[src/rtl/alu_pkg.sv]
// Definitions shared by the sequencer and the ALU: opcodes, instruction fields, state encoding.
package alu_pkg;

    localparam logic [5:0] OP_ADD  = 6'd0;
    localparam logic [5:0] OP_SUB  = 6'd1;
    localparam logic [5:0] OP_AND  = 6'd2;
    localparam logic [5:0] OP_OR   = 6'd3;
    localparam logic [5:0] OP_XOR  = 6'd4;
    localparam logic [5:0] OP_HALT = 6'd63;

    localparam int OPC_HI     = 31;
    localparam int OPC_LO     = 26;
    localparam int RD_HI      = 25;
    localparam int RD_LO      = 23;
    localparam int RS1_HI     = 22;
    localparam int RS1_LO     = 20;
    localparam int RS2_HI     = 19;
    localparam int RS2_LO     = 17;
    localparam int IMMSEL_BIT = 16;
    localparam int IMM_HI     = 15;
    localparam int IMM_LO     = 0;

    typedef enum logic [2:0] {
        ST_IDLE      = 3'd0,
        ST_DECODE    = 3'd1,
        ST_EXECUTE   = 3'd2,
        ST_WRITEBACK = 3'd3,
        ST_HALT      = 3'd4
    } state_t;

    // HALT is handled by the sequencer itself, so it is not a retiring opcode.
    function automatic logic op_is_legal(input logic [5:0] op);
        case (op)
            OP_ADD, OP_SUB, OP_AND, OP_OR, OP_XOR: return 1'b1;
            default:                               return 1'b0;
        endcase
    endfunction

endpackage

[src/rtl/alu_regfile.sv]
// Register file: two decode read ports, one debug read port, one synchronous write port.
// r0 always reads zero and ignores writes.
module alu_regfile #(
    parameter int REGS = 8,
    parameter int AW   = $clog2(REGS)
) (
    input  logic          clk,
    input  logic          rstN,
    input  logic [AW-1:0] raddr1,
    input  logic [AW-1:0] raddr2,
    input  logic [AW-1:0] dbg_addr,
    output logic [31:0]   rdata1,
    output logic [31:0]   rdata2,
    output logic [31:0]   dbg_data,
    input  logic          we,
    input  logic [AW-1:0] waddr,
    input  logic [31:0]   wdata
);

    logic [31:0] mem [REGS];

    always_ff @(posedge clk or negedge rstN) begin
        if (!rstN) begin
            for (int i = 0; i < REGS; i++) mem[i] <= '0;
        end else if (we && (waddr != '0)) begin
            mem[waddr] <= wdata;
        end
    end

    assign rdata1   = (raddr1   == '0) ? '0 : mem[raddr1];
    assign rdata2   = (raddr2   == '0) ? '0 : mem[raddr2];
    assign dbg_data = (dbg_addr == '0) ? '0 : mem[dbg_addr];

endmodule

[src/rtl/alu_sequencer.sv]
// Single-issue sequencer feeding an external combinational ALU and retiring results to the register file.
//   state        | meaning
//   ST_IDLE      | ready for an instruction word
//   ST_DECODE    | read operands, register ALU inputs
//   ST_EXECUTE   | capture ALU result
//   ST_WRITEBACK | write R[rd], pulse wbValid
//   ST_HALT      | HALT retired, parked until reset
module alu_sequencer #(
    parameter int REGS = 8,
    parameter int AW   = $clog2(REGS)
) (
    input  logic          clk,
    input  logic          rstN,
    input  logic          instrValid,
    input  logic [31:0]   instrData,
    output logic          instrReady,
    output logic [31:0]   aluOperand1,
    output logic [31:0]   aluOperand2,
    output logic [5:0]    aluOpCode,
    input  logic [31:0]   aluResult,
    output logic          wbValid,
    output logic [AW-1:0] wbAddr,
    output logic [31:0]   wbData,
    output logic          illegal,
    output logic          halted,
    input  logic [AW-1:0] dbgAddr,
    output logic [31:0]   dbgData
);
    import alu_pkg::*;

    state_t        state, state_nxt;
    logic [31:0]   instr_q;
    logic [31:0]   result_q;
    logic [31:0]   rd1, rd2;
    logic [5:0]    opc;
    logic [AW-1:0] rd, rs1, rs2;
    logic          rf_we;
    logic          legal;

    assign opc   = instr_q[OPC_HI:OPC_LO];
    assign rd    = instr_q[RD_HI:RD_LO];
    assign rs1   = instr_q[RS1_HI:RS1_LO];
    assign rs2   = instr_q[RS2_HI:RS2_LO];
    assign legal = op_is_legal(opc);

    alu_regfile #(.REGS(REGS), .AW(AW)) u_regfile (
        .clk      (clk),
        .rstN     (rstN),
        .raddr1   (rs1),
        .raddr2   (rs2),
        .dbg_addr (dbgAddr),
        .rdata1   (rd1),
        .rdata2   (rd2),
        .dbg_data (dbgData),
        .we       (rf_we),
        .waddr    (rd),
        .wdata    (result_q)
    );

    always_ff @(posedge clk or negedge rstN) begin
        if (!rstN) state <= ST_IDLE;
        else       state <= state_nxt;
    end

    // ALU inputs are only reloaded in DECODE so they hold across IDLE.
    always_ff @(posedge clk or negedge rstN) begin
        if (!rstN) begin
            instr_q     <= '0;
            aluOperand1 <= '0;
            aluOperand2 <= '0;
            aluOpCode   <= '0;
            result_q    <= '0;
        end else begin
            if (state == ST_IDLE && instrValid) instr_q <= instrData;
            if (state == ST_DECODE) begin
                aluOperand1 <= rd1;
                aluOperand2 <= instr_q[IMMSEL_BIT] ? {16'b0, instr_q[IMM_HI:IMM_LO]} : rd2;
                aluOpCode   <= opc;
            end
            if (state == ST_EXECUTE) result_q <= aluResult;
        end
    end

    always_comb begin
        state_nxt = state;
        case (state)
            ST_IDLE:      if (instrValid) state_nxt = ST_DECODE;
            ST_DECODE:    state_nxt = (opc == OP_HALT) ? ST_HALT : ST_EXECUTE;
            ST_EXECUTE:   state_nxt = ST_WRITEBACK;
            ST_WRITEBACK: state_nxt = ST_IDLE;
            ST_HALT:      state_nxt = ST_HALT;
            default:      state_nxt = ST_IDLE;
        endcase
    end

    always_comb begin
        instrReady = (state == ST_IDLE);
        halted     = (state == ST_HALT);
        wbValid    = 1'b0;
        wbAddr     = '0;
        wbData     = '0;
        illegal    = 1'b0;
        rf_we      = 1'b0;
        if (state == ST_WRITEBACK) begin
            wbValid = 1'b1;
            wbAddr  = rd;
            wbData  = legal ? result_q : '0;
            illegal = !legal;
            rf_we   = legal;
        end
    end

endmodule

[config.mk]
export PLATFORM = sky130hd
export DESIGN_NAME = alu_sequencer
export DESIGN_NICKNAME = d
export VERILOG_FILES = /design/src/rtl/alu_pkg.sv /design/src/rtl/alu_regfile.sv /design/src/rtl/alu_sequencer.sv
export SDC_FILE = /design/constraint.sdc
export NUM_CORES = 1
export LEC_CHECK = 0
export ABC_AREA = 0
export CORE_MARGIN = 2
export CORE_UTILIZATION = 45
export DETAILED_ROUTE_END_ITERATION = 7
export MAX_ROUTING_LAYER = met4
export PLACE_DENSITY = 0.66
export SETUP_SLACK_MARGIN = 0.15
export SYNTH_ARGS = -nofsm -noshare
export SYNTH_HDL_FRONTEND = slang
export SYNTH_SLANG_ARGS = --single-unit
[constraint.sdc]
create_clock -name clk -period 7.45 [get_ports clk]
set_clock_uncertainty 0.05 [all_clocks]
set_input_delay 1.8625 -clock clk [delete_from_list [all_inputs] [get_ports clk]]
set_output_delay 1.8625 -clock clk [all_outputs]
set_load 0.01 [all_outputs]
Word level (Yosys, flattened, before mapping)
Cells that the tools add are included.
{"block": "totals", "wordCells": 70, "reg_bits": 393, "input_bits": 70, "out_inout_bits": 141, "ramBits": 0, "memories": 0, "latchBits": 0, "rom_bits": 0}
{"block": "op_classes", "eq_ne": 10, "add_sub_neg": 0, "n_shift": 0, "mul": 0, "n_bitwise": 4, "div_mod_pow": 0, "order_cmp": 5, "reduce_logical": 11, "muxes": 26}
{"op": "2-to-1 mux 32 bit", "count": 13}
{"op": "binary-select mux 32 bit (select 3 bit)", "count": 3}
{"op": "bitwise mux 256 bit", "count": 1}
{"op": "demux 32 bit (select 3 bit)", "count": 1}
{"op": ">= comparator 4 bit (second input constant)", "count": 4}
{"op": "NOT 3 -> 4 bit", "count": 4}
{"op": "== test 6 x 2 -> 1 bit (second input constant)", "count": 2}
{"op": "logical NOT 3 bit", "count": 4}
{"op": "case mux 3 bit (4 select lines)", "count": 1}
{"op": "2-to-1 mux 3 bit", "count": 3}
{"op": "== test 3 x 2 -> 1 bit (second input constant)", "count": 2}
{"op": "== test 6 x 1 -> 1 bit (second input constant)", "count": 1}
{"op": "== test 6 x 3 -> 1 bit (second input constant)", "count": 1}
{"op": "== test 6 bit (second input constant)", "count": 1}
{"op": "logical NOT 6 bit", "count": 1}
{"op": "OR reduction 5 bit", "count": 1}
{"op": "< comparator 4 x 1 -> 1 bit (second input constant)", "count": 1}
{"op": "2-to-1 mux 1 bit", "count": 4}
{"op": "== test 3 x 1 -> 1 bit (second input constant)", "count": 1}
{"op": "== test 3 bit (second input constant)", "count": 1}
{"op": "logical AND 1 bit", "count": 3}
{"op": "nonzero test 3 bit", "count": 1}
{"op": "inequality test 2 bit (second input constant)", "count": 1}
{"op": "logical NOT 1 bit", "count": 1}

Longest topological paths before layout
{"block": "depth", "ltp_word": 6, "depth_mapped": 6, "depth_no_buf": 4}

Modules after synthesis
From an unflattened synthesis, not the netlist that was laid out.
{"block": "hier_totals", "cells_unflattened": 1567, "hier_area_um2": 19785.2}
{"module": "alu_regfile", "seq_area_each_um2": 5605.4, "instances": 1, "cells_each": 1073, "area_per_inst_um2": 14132.3}
{"module": "alu_sequencer", "seq_area_each_um2": 3428.3, "instances": 1, "cells_each": 494, "area_per_inst_um2": 5652.9}

Worst setup path after synthesis
Ideal clock, no wire load.
{"block": "synth_timing", "kind": "input to output", "from": "in dbgAddr[0]", "to": "out dbgData[30]", "path_slack_ns": 2.277, "n_path_buf": 2, "path_stages": 5, "required_time_ns": 5.537, "arrival_ns": 3.261, "path_cell_list": "buf_2 -> clkbuf_1 -> mux4_2 -> nand2_1 -> o21ai_0"}
{"block": "synth_between", "elab_chain_cells": 5, "word_cells_on_any_way": 6, "classes_between": "mux: 4; bitwise: 1; reduce/logical: 1"}
{"element": "from (decl)", "line": "alu_sequencer.sv:26", "text": "input logic [AW-1:0] dbgAddr,"}
{"element": "NOT 3 -> 4 bit (implied by the code)", "line": "alu_regfile.sv:32", "text": "assign dbg_data = (dbg_addr == '0) ? '0 : mem[dbg_addr];"}
{"element": "binary-select mux 32 bit (select 3 bit)", "line": "alu_regfile.sv:32"}
{"element": "2-to-1 mux 32 bit (implied by the code) (2 in series)", "line": "alu_regfile.sv:32"}
{"element": "2-to-1 mux 32 bit *", "line": "alu_regfile.sv:32"}
{"element": "to (decl)", "line": "alu_sequencer.sv:27", "text": "output logic [31:0] dbgData"}
Mark *: on every way between the ends. The rest lies on a longest branch, timed or not. The select of a mux whose other input is x is not followed.

Worst setup path after layout
{"block": "layout_timing", "from": "in dbgAddr[0]", "to": "out dbgData[17]"}
Same word-level chain as after synthesis.

==> out/metrics.cfg <==
[run_status]
status = complete, no violations

[power]
p_leak_nw = 10.2
finalPower_mw = 10.2
power_density_nw_per_um2 = 443
vdd_drop_max_v = 0.000222

[cts]
h-tree-depth = 2
cts.sinks = 361
ctsHoldBuffers = 0
worstSkewPairLatency_ns = 0.56
cts_resized = 0
clockBufferDepth = 3
cts_tree = built
cts-root-buf = clkbuf_16
cts.clk_slew.worst_paths_ns = 0.06
postCtsSetupRepairBufs = 0
cts_buffers = 42

[detailed_routing]
via_count = 13700
drc = 0
dr.pass1.iters = 6
viasPerCell = 6.25
routed_wl_mm = 57.7
drt_iter0_markers = 1120
wl_per_cell_um = 26.3
ant_nets = 0

[global_route]
grt_pass1_vias = 14200
grt_first_pass_wirelength_mm = 89.5
grt_max_degree = 153
antenna_found_initial = 0
gr-usage-all-layers_pct = 27.4
grt_remaining_overflow = 0

[logic_synthesis]
synth.most_common_cell = mux2_2
synth_edf_count = 0
synth_seq_cells = 361
synth-seq-area-share_pct = 47.2
yosysUniqueCellTypes = 48
synthArstFlopShare_pct = 100
yosys_warnings = 0
syn_nets = 1542
syn_area_um2 = 19100
synth_area_leaders = dfrtp_1 47%, mux2_2 22%, mux4_2 7.4%, a221oi_1 3.8%, mux2_4 2.4%
synth_common_cells = 379 x mux2_2, 361 x dfrtp_1, 83 x a221oi_1
netlist.area_leader.share_pct = 47.2
syn-instance-count = 1472
synthFlopType = dfrtp_1
synth_area_per_cell_um2 = 13.0
yosys.area.top_type = dfrtp_1

[critical_path]
critical_path.startpoint_type = input pin
cp.required_ns = 5.54
cp.arrival_ns = 3.99
critPathMaxFanout = 43
worst-setup-path-type = in -> out
crit_path_end_kind = output port

[finish]
finalNonFillerCells = 2191
fillers = 3524
multi_input_area_um2 = 9510
nets = 1693
n_antenna_cell = 0
layout.area.seq_um2 = 9050
syn_to_final_growth_pct = 20.4
drive_above_1_share_pct = 35.7

[sta]
holdWs_ns = 0.433
finalSetupViolCount = 0
drv_slew = 0
rsz0062_at_grt = false
maxSlewHeadroom_pct = 24.2
tightest_slew_ns = 1.14
hold_viol = 0
setup_tns_ns = 0
max_freq_mhz = 169
post-route-min-period_ns = 5.90
setup_slack_ns = 1.55
final.period_utilization_pct = 79.2

[placement]
dp_slack_ns = 1.57
place_congestion = 0.807
dp_cells = 2118
dp_hpwl_mm = 32.4
numPortBuffers = 210

[hold_path]
min_path_type = reg -> reg

[job]
maxCapViolations = 0

[die]
die-area_um2 = 44200
num_io_pins = 211
start_util_pct = 45.6
die_h_um = 210
rows = 75
die_width_um = 210
fp.coreArea_um2 = 41900

## registers in the layout, indices dropped and copies added (netlist names)
name and count:
state 3, aluOperand2 32, instr_q 32, u_regfile.mem 224, result_q 32, aluOpCode 6, aluOperand1 32
## worst paths after layout
| path | start | slack (ns) | end | cells after the start |
|---|---|---|---|---|
| worst min-delay path | aluOpCode[0]$_DFFE_PN0P_ | 0.43 | aluOpCode[0]$_DFFE_PN0P_ | 2 |
| worst min register to register | aluOpCode[0]$_DFFE_PN0P_ | 0.43 | aluOpCode[0]$_DFFE_PN0P_ | 2 |
| min in group asynchronous | rstN | 1.27 | result_q[1]$_DFFE_PN0N_ | 1 |
| max in group asynchronous | rstN | 4.55 | u_regfile.mem[202]$_DFFE_PN0P_ | 2 |
| worst max register to register | instr_q[17]$_DFFE_PN0P_ | 4.55 | aluOperand2[15]$_DFFE_PN0P_ | 4 |
| worst max-delay path | dbgAddr[0] | 1.55 | dbgData[17] | 7 |
## power breakdown
part	internal [mW]	leakage (nW)	total (mW)	switching [mW]
registers	2.87	4.77	4.08	1.21
clock network	1.25	0.675	2.08	0.827
logic	2.23	4.72	4.06	1.82
## critical path, cell delays in order
cell and delay, ns:
buf_4 0.23, buf_12 0.28, nor2b_4 0.14, buf_4 0.34, a221oi_1 0.15, a21oi_1 0.33
clkdlybuf4s50_1 0.61
## routing by layer
metal | track usage, % | up-vias | routed length, um | part of all wire, %
met4 | 7.90 | 0 | 1450 | 2.5
li1 | - | 5920 | - | -
met1 | 36.4 | 7128 | 25000 | 43
met3 | 4.01 | 93 | 3470 | 6.0
met5 | - | - | 0 | 0
met2 | 43.9 | 545 | 27700 | 48
## through the flow
step | utilization (%) | cell area (um2)
floorplan | - | 19100
global placement | 51.7 | 21700
detailed placement | 51.7 | 21700
CTS | 55.0 | 23100
global route | 55.0 | 23100
finish | 55.0 | 23100
## cell families after synthesis
kind of cell / after synthesis / synth area share, %
multiplexers: 512 / 34.2
AND/OR/NAND/NOR: 197 / 5.60
AO/OA/AOI/OAI: 240 / 9.49
flip-flops: 361 / 47.2
buffers and inverters: 162 / 3.54
## final cells by class
type | instances | share of cell area (%)
clock buffer | 60 | 5.20
clock inverter | 13 | 0.743
inverter | 32 | 0.521
multi-input combinational | 949 | 41.3
sequential | 361 | 39.3
tap | 539 | 2.92
timing repair buffer | 237 | 10.1
## placed cells by master, fill, tap and decap left out, types with 20 or more instances in the layout
master,synthesis,layout
mux4_2,63,63
o22ai_1,20,20
mux2_4,30,30
o31ai_1,35,35
dfrtp_1,361,355
clkbuf_16,0,43
a221oi_1,83,83
and2_1,36,35
buf_4,1,28
mux2i_1,34,34
nor2b_1,35,32
a21oi_1,41,41
inv_1,32,32
clkdlybuf4s50_1,0,206
mux2_2,379,379
nand2_1,75,74
(Power assumes the default switching activity.)
